`config.mk`:
```
export PLATFORM = sky130hd
export DESIGN_NAME = alu_result_serializer
export DESIGN_NICKNAME = d
export VERILOG_FILES = /design/src/rtl/alu_pkg.sv /design/src/rtl/alu_result_serializer_flag_edge.sv /design/src/rtl/alu_result_serializer.sv
export SDC_FILE = /design/constraint.sdc
export NUM_CORES = 1
export LEC_CHECK = 0
export BUFFER_PORTS_ARGS = -buffer_cell sky130_fd_sc_hd__buf_2
export CAP_MARGIN = 5
export CORE_MARGIN = 5
export CORE_UTILIZATION = 43
export CTS_CLUSTER_DIAMETER = 50
export DETAILED_ROUTE_END_ITERATION = 10
export HOLD_SLACK_MARGIN = 0.05
export PLACE_DENSITY_LB_ADDON = 0.3
export SLEW_MARGIN = 20
export SYNTH_ARGS = -nofsm -noshare
export SYNTH_HDL_FRONTEND = slang
export SYNTH_SLANG_ARGS = --single-unit
export TNS_END_PERCENT = 10
```
`constraint.sdc`:
```
create_clock -name CLK -period 2.7 [get_ports CLK]
set_input_delay 0 -clock CLK [delete_from_list [all_inputs] [get_ports CLK]]
set_output_delay 0 -clock CLK [all_outputs]
set_load 0.01 [all_outputs]
```
`src/rtl/alu_pkg.sv`:
```
// Shared types and defaults for the ALU result serializer.
// Source priority lives here so every consumer agrees on it.
package alu_pkg;

    localparam int DEF_IN_WIDTH   = 16;
    localparam int DEF_BYTE_WIDTH = 8;

    typedef enum logic [1:0] {
        IDLE    = 2'd0,
        SEND_LO = 2'd1,
        SEND_HI = 2'd2
    } state_t;

    typedef enum logic [1:0] {
        SRC_ARITH = 2'd0,
        SRC_LOGIC = 2'd1,
        SRC_CMP   = 2'd2,
        SRC_SHIFT = 2'd3
    } src_t;

    // flags = {shift, cmp, logic, arith}; arith wins
    function automatic src_t pick_src(input logic [3:0] flags);
        if (flags[0])      return SRC_ARITH;
        else if (flags[1]) return SRC_LOGIC;
        else if (flags[2]) return SRC_CMP;
        else               return SRC_SHIFT;
    endfunction

endpackage

```
`src/rtl/alu_result_serializer_flag_edge.sv`:
```
// Rising-edge detect on the OR of the unit flags, plus multi-flag detect.
// A flag held high yields one capture pulse per assertion.
module alu_flag_edge (
    input  logic       clk,
    input  logic       rst_n,
    input  logic [3:0] flags,
    output logic       capture,
    output logic       multi
);

    logic any_flag;
    logic any_flag_d;

    assign any_flag = |flags;

    always_ff @(posedge clk) begin
        if (!rst_n) begin
            any_flag_d <= 1'b0;
        end else begin
            any_flag_d <= any_flag;
        end
    end

    assign capture = any_flag & ~any_flag_d;
    // x & (x-1) is nonzero iff two or more bits are set
    assign multi   = capture & (|(flags & (flags - 4'd1)));

endmodule

```
`src/rtl/alu_result_serializer.sv`:
```
// Captures one ALU unit result per flag assertion and streams it
// low byte first over a valid/ready handshake.
module alu_result_serializer
    import alu_pkg::*;
#(
    parameter int IN_WIDTH   = DEF_IN_WIDTH,
    parameter int BYTE_WIDTH = DEF_BYTE_WIDTH
) (
    input  logic                  CLK,
    input  logic                  RST,
    input  logic [IN_WIDTH-1:0]   Arith_OUT,
    input  logic [IN_WIDTH-1:0]   Logic_OUT,
    input  logic [IN_WIDTH-1:0]   CMP_OUT,
    input  logic [IN_WIDTH-1:0]   SHIFT_OUT,
    input  logic                  Arith_Flag,
    input  logic                  Logic_Flag,
    input  logic                  CMP_Flag,
    input  logic                  SHIFT_Flag,
    input  logic                  TX_READY,
    output logic [BYTE_WIDTH-1:0] TX_DATA,
    output logic                  TX_VALID,
    output logic                  Busy,
    output logic                  Multi_Err,
    output logic                  Overrun
);

    logic [3:0]            flags;
    logic                  capture;
    logic                  multi;
    src_t                  src;
    logic [IN_WIDTH-1:0]   sel_res;
    logic                  hs;

    state_t                state;
    state_t                state_nx;
    logic [IN_WIDTH-1:0]   res_reg;
    logic [IN_WIDTH-1:0]   res_nx;
    logic                  overrun_nx;
    logic [BYTE_WIDTH-1:0] data_nx;
    logic                  valid_nx;

    assign flags = {SHIFT_Flag, CMP_Flag, Logic_Flag, Arith_Flag};
    assign src   = pick_src(flags);
    assign hs    = TX_VALID & TX_READY;

    alu_flag_edge u_flag_edge (
        .clk     (CLK),
        .rst_n   (RST),
        .flags   (flags),
        .capture (capture),
        .multi   (multi)
    );

    always_comb begin
        sel_res = '0;
        unique case (src)
            SRC_ARITH: sel_res = Arith_OUT;
            SRC_LOGIC: sel_res = Logic_OUT;
            SRC_CMP:   sel_res = CMP_OUT;
            SRC_SHIFT: sel_res = SHIFT_OUT;
            default:   sel_res = '0;
        endcase
    end

    always_comb begin
        state_nx   = state;
        res_nx     = res_reg;
        overrun_nx = Overrun;
        data_nx    = '0;
        valid_nx   = 1'b0;

        unique case (state)
            IDLE: begin
                if (capture) begin
                    res_nx   = sel_res;
                    state_nx = SEND_LO;
                end
            end
            SEND_LO: begin
                if (hs)      state_nx   = SEND_HI;
                if (capture) overrun_nx = 1'b1;
            end
            SEND_HI: begin
                // a capture on the final handshake edge chains directly
                if (hs && capture) begin
                    res_nx   = sel_res;
                    state_nx = SEND_LO;
                end else if (hs) begin
                    state_nx = IDLE;
                end else if (capture) begin
                    overrun_nx = 1'b1;
                end
            end
            default: state_nx = IDLE;
        endcase

        unique case (state_nx)
            SEND_LO: begin
                data_nx  = res_nx[BYTE_WIDTH-1:0];
                valid_nx = 1'b1;
            end
            SEND_HI: begin
                data_nx  = res_nx[IN_WIDTH-1:BYTE_WIDTH];
                valid_nx = 1'b1;
            end
            default: begin
                data_nx  = '0;
                valid_nx = 1'b0;
            end
        endcase
    end

    always_ff @(posedge CLK) begin
        if (!RST) begin
            state     <= IDLE;
            res_reg   <= '0;
            TX_DATA   <= '0;
            TX_VALID  <= 1'b0;
            Busy      <= 1'b0;
            Multi_Err <= 1'b0;
            Overrun   <= 1'b0;
        end else begin
            state     <= state_nx;
            res_reg   <= res_nx;
            TX_DATA   <= data_nx;
            TX_VALID  <= valid_nx;
            Busy      <= (state_nx != IDLE);
            Multi_Err <= multi;
            Overrun   <= overrun_nx;
        end
    end

endmodule

```
---- Yosys cells after proc, flatten, opt, wreduce, memory -nomap -nowiden ----
Index checks and enable logic that the tools add are counted.
storage, ports and cells
  bits in registers ....................... 31
  output and inout bits ................... 12
  logic and storage cells ................. 50
cells by class
  $add $sub $neg .......................... 1
  equality and inequality tests ........... 9
  muxes and demuxes ....................... 18
  bitwise gates (word level) .............. 5
  reductions and logical operators ........ 9
operators with widths
  cell                 number
  $pmux 16 s4          1
  $mux 16              2
  $pmux 16 s2          1
  $pmux 8 s2           1
  $mux 2               6
  $eq 2x2->1 const B   4
  $reduce_or 4->1      2
  $eq 2x1->1 const B   3
  $pmux 2 s3           1
  $mux 1               5
  $and 4x4->4          1
  $logic_not 2->1      2
  $ne 2x2->1 const B   2
  $reduce_bool 2->1    2
  $sub 4x1->4 const B  1
  $and 1x1->1          3
  $reduce_and 3->1     1
  $pmux 1 s2           1
  $reduce_or 2->1      1
  $logic_and 1x1->1    1
  $not 1->1            1

---- Depth between registers and ports, before layout ----
  depth in word-level cells ............... 8
  gate-level depth with buffers ........... 12
  mapped depth without buffers ............ 9

---- By module ----
A second synthesis with hierarchy kept.
unflattened totals
  cells, all modules ...................... 210
  area total of the unflattened synthesis .. 1913.1 sq um
modules (own cells, without submodules)
  module                 instances  cells an instance  area each (sq um)  sequential area each (sq um)
  alu_result_serializer  1          202                1853.0             600.6
  alu_flag_edge          1          8                  60.1               20.0

---- Worst setup path after synthesis ----
Ideal clock, no wire load.
  kind .................................... register to register
  from .................................... reg state[1]
  to ...................................... reg TX_DATA[1]
  arrival ................................. 2.236 ns
  data required time ...................... 2.621 ns
  slack ................................... 0.385 ns
  cell stages (with the launch flop) ...... 11
  path buffers ............................ 2
  cells stage by stage .................... dfxtp_1 a21bo_2 o22ai_1 inv_1 ha_1 and3_1 clkbuf_1 clkbuf_1 a22oi_1 or2_2 o211ai_1
on the way
  word-level cells in the longest chain between the ends .. 5
  elaborated cells on any way between the ends .. 12
  those cells by class .................... eq/ne: 4; mux: 7; reduce/logical: 1
RTL lines
  element                                   RTL line                      RTL
  start, declared                           alu_result_serializer.sv:34   state_t state;
  start signal, assigned                    alu_result_serializer.sv:123  state <= state_nx;
  $mux 2                                    alu_result_serializer.sv:88   end else if (hs) begin
  $mux 2                                    alu_result_serializer.sv:85   if (hs && capture) begin
  $pmux 2 s3 *                              alu_result_serializer.sv:72   unique case (state)
  named net state_nx[1]                     alu_result_serializer.sv:35   state_t state_nx;
  $eq 2x2->1 or $eq 2x1->1 (tied branches)  alu_result_serializer.sv:97   unique case (state_nx)
  $pmux 8 s2 *                              alu_result_serializer.sv:97
  end signal, assigned                      alu_result_serializer.sv:125  TX_DATA <= data_nx;
  end, declared                             alu_result_serializer.sv:20   output logic [BYTE_WIDTH-1:0] TX_DATA,
Mark *: on every way through the listed nets, which the timed path passes. The rest lies on a longest branch.
A chain may end at the register's enable or synchronous reset.

---- Worst setup path in the final report ----
  from .................................... reg state[1]
  to ...................................... reg TX_DATA[2]
Same word-level chain as after synthesis.

==> key figures <==
Outcome
  – Outcome: complete, no violations

Worst setup path
  – Crit path capture type: flop
  – CP Class: flop to flop
  – CP top delay family: compound AO/OA/AOI/OAI gates
  – Worst Path Arrival: 2.46 ns
  – Crit-path max FO: 8
  – Flop-to-flop setup slack: 0.44 ns
  – Worst Path Buf+Inv: 1
  – Worst r2r dst: TX_DATA[2]$_SDFF_PN0_
  – R2R Path Start: state[1]$_SDFF_PN0_
  – Slowest-stage cell, CP: dfxtp_1
  – Startpoint types: flop
  – CP max stage delay: 0.41 ns
  – Crit path required time: 2.90 ns
  – R2R depth: 8
  – CP cell instances: a21bo_2 -> o22ai_1 -> inv_1 -> ha_1 -> and3_1 -> a22oi_1 -> or2_2 -> o211ai_1

Logic synthesis
  – Net Count, Synth: 289
  – Distinct cells, synth: 31
  – Ys Warns: 0
  – Syn_area_per_cell: 8.69 um2
  – Dominant synthesized flop cell: dfxtp_1
  – Sequential area share after synthesis: 33.2%
  – Syn Inst Count: 215
  – Post-synth EDFFs: 0
  – Netlist Area Pre-Place: 1870 um2
  – Post-synth ARST share: 0%
  – Synth Register Bits: 31

Die
  – Core box area: 4290 um2
  – Die height: 75.9 um
  – Top-Level Pins: 83
  – Initial Utilization: 43.5%
  – Die ar.: 5770 um2
  – Chip Width: 75.9 um
  – Rows: 24

Route
  – Final WL: 4.56 mm
  – Post-DRT Antenna Nets: 0
  – Iteration-0 DRC Markers: 153
  – Drt pass-1 iters: 4
  – Total number of vias: 1,762
  – Post-detailed-route DRC marker count: 0
  – Vias per cell: 5.09
  – Wire per inst: 13.2 um

Finish
  – ANT cells: 0
  – Max reg flops: 16
  – Area Overhead vs Synth: 28.6%
  – Finished Cell Area: 2400 um2
  – Non-Filler Instances: 346
  – Fin nets: 367
  – Share of cells above drive strength 1: 37.1%
  – FILL cells: 410
  – Core Util, Final: 56.0%

Power
  – Flop pwr share: 45.6%
  – Total net switching power: 325 uW
  – Gate power share: 23.9%
  – Worst vdd ir: 0.237 mV
  – Sw Ratio: 28.8%
  – Power Dens Cells: 470 nW/um2
  – Internal: 804 uW
  – Leakage power: 0.00106 uW
  – Clock share of power: 30.5%

Global routing
  – Largest net degree at the start of global routing: 46
  – Gr ovfl total: 0
  – Total GRT Usage: 16.1%
  – Initial antenna violation count: 0
  – Number of global-route vias before repair: 1,739
  – First-pass GRT wire length: 7.86 mm

STA
  – Setup ws final: 0.439 ns
  – RSZ-0062 raised after global routing: no
  – Skew final: 0.00315 ns
  – Final setup viols: 0
  – Final hold violations: 0
  – Max Transition Viols Final: 0
  – Relative slew slack: 48.7%
  – Fmax: 442 MHz
  – Worst-margin pin slew: 0.769 ns
  – Final setup TNS: 0 ns
  – Post-route minimum period: 2.26 ns
  – Fin crit share: 83.7%

Clock network
  – Worst-skew pair later-pin latency: 0.28 ns
  – Clock tree buffer depth: 2
  – Clock root buffer: clkbuf_8
  – Worst-path clk slew: 0.06 ns
  – CTS tree: done
  – TritonCTS Buffers: 5
  – Clock sink count: 31
  – Post CTS Setup Buffer Count: 0
  – Max H-tree Level: 2

Run
  – Max-cap viol count: 0

Placed design
  – Gpl congestion: 0.810
  – Worst slack, placed: 0.502 ns
  – HPWL after DPL: 3.54 mm
  – Dpl cell area: 2290 um2
  – # port buffers: 82
  – Placed Cells incl. Taps: 335

Worst hold path
  – Min-delay worst type: input pin to flop
  – Worst Hold End: TX_DATA[1]$_SDFF_PN0_
  – Min-delay src: Arith_OUT[9]
  – Hold path depth: 3
## how the worst max path moves through the flow
stage,startpoint,endpoint,slack [ns],cells after the start
detailed placement,state[1]$_SDFF_PN0_,TX_DATA[1]$_SDFF_PN0_,0.50,8
floorplan,state[1]$_SDFF_PN0_,TX_DATA[1]$_SDFF_PN0_,0.38,10
finish,state[1]$_SDFF_PN0_,TX_DATA[2]$_SDFF_PN0_,0.44,8
global route,SHIFT_Flag,TX_DATA[5]$_SDFF_PN0_,0.29,11
global placement,state[1]$_SDFF_PN0_,TX_DATA[3]$_SDFF_PN0_,0.57,8
CTS,state[1]$_SDFF_PN0_,TX_DATA[2]$_SDFF_PN0_,0.48,8
## timing repair
item	CTS	global route
hold endpoints to repair	4	0
hold buffers	3	0
resized for setup	0	0
## cells by family (layout without fill, tap and decap cells)
| logic type | after synthesis | after routing | share of synthesized area, % |
|---|---|---|---|
| compound gates | 72 | 72 | 28.8 |
| fa+ha+maj | 3 | 3 | 2.01 |
| buf+inv | 25 | 104 | 5.82 |
| flops | 31 | 31 | 33.2 |
| mux | 19 | 19 | 10.2 |
| simple gates | 65 | 65 | 20.0 |
## Yosys cell counts (2+ instances only)
cell type,count,area [um2]
a211oi_2,6,75.1
nand2_1,2,7.51
or2_2,7,43.8
mux2i_1,19,190
o21ai_0,7,35.0
nand2b_1,7,43.8
buf_4,2,15.0
o211ai_1,14,105
ha_1,3,37.5
nor2_1,17,63.8
clkbuf_1,10,37.5
nor3b_1,2,15.0
and2_1,9,56.3
a22oi_1,7,52.6
a211oi_1,15,113
inv_1,7,26.3
nor2b_1,14,87.6
o22ai_1,2,12.5
dfxtp_1,31,621
a21oi_1,16,80.1
a221oi_1,2,17.5
and3_1,2,12.5
buf_2,6,30.0
## cells in the final DEF, fill, tap and decap left out, drive strengths merged, types with 9 or more instances in the layout
| cell type | synthesis | routed |
|---|---|---|
| a211oi | 21 | 21 |
| a21oi | 16 | 16 |
| and2 | 9 | 9 |
| buf | 8 | 86 |
| dfxtp | 31 | 31 |
| mux2i | 19 | 19 |
| nor2 | 17 | 17 |
| nor2b | 14 | 14 |
| o211ai | 14 | 14 |
## layout make-up
class / count / area [um2] / share of cell area [%]
Timing Repair Buffer: 89 / 470 / 19.6
Tap cell: 52 / 65.1 / 2.71
Clock buffer: 7 / 76.3 / 3.18
Clock inverter: 1 / 5.00 / 0.208
Inverter: 7 / 26.3 / 1.09
Multi-Input combinational cell: 159 / 1140 / 47.4
Sequential cell: 31 / 621 / 25.8
## power groups by stage
| stage | Sequential, uW | Clock, uW | Combinational [uW] |
|---|---|---|---|
| global route | 520 | 373 | 307 |
| global placement | 525 | 0 | 266 |
| finish | 515 | 344 | 270 |
| floorplan | 528 | 0 | 172 |
| CTS | 515 | 355 | 273 |
| detailed placement | 524 | 0 | 270 |
## per-layer routing
metal	vias up	routed length (um)	track usage, %	part of all wire [%]
met5	-	0	0	0
met2	77	1990	22.9	44
met3	8	445	6.40	9.8
li1	935	-	-	-
met4	0	82	5.87	1.8
met1	742	2040	21.8	45
## through the flow
| stage | total power [uW] | hold slack (ns) |
|---|---|---|
| 2_1_floorplan | 700 | 0.122 |
| 3_3_place_gp | 791 | 0.267 |
| 3_5_place_dp | 794 | 0.274 |
| 5_1_grt | 1200 | 0.0927 |
| 4_1_cts | 1140 | 0.0802 |
| 6_report | 1130 | 0.0842 |
## tightest hold or removal path, delay by kind of cell
kind                   cells  cell delay [ns]
AO/OA/AOI/OAI              2             0.25
buffers and inverters      1             0.08
No activity file was read; power rests on OpenSTA's default activity.
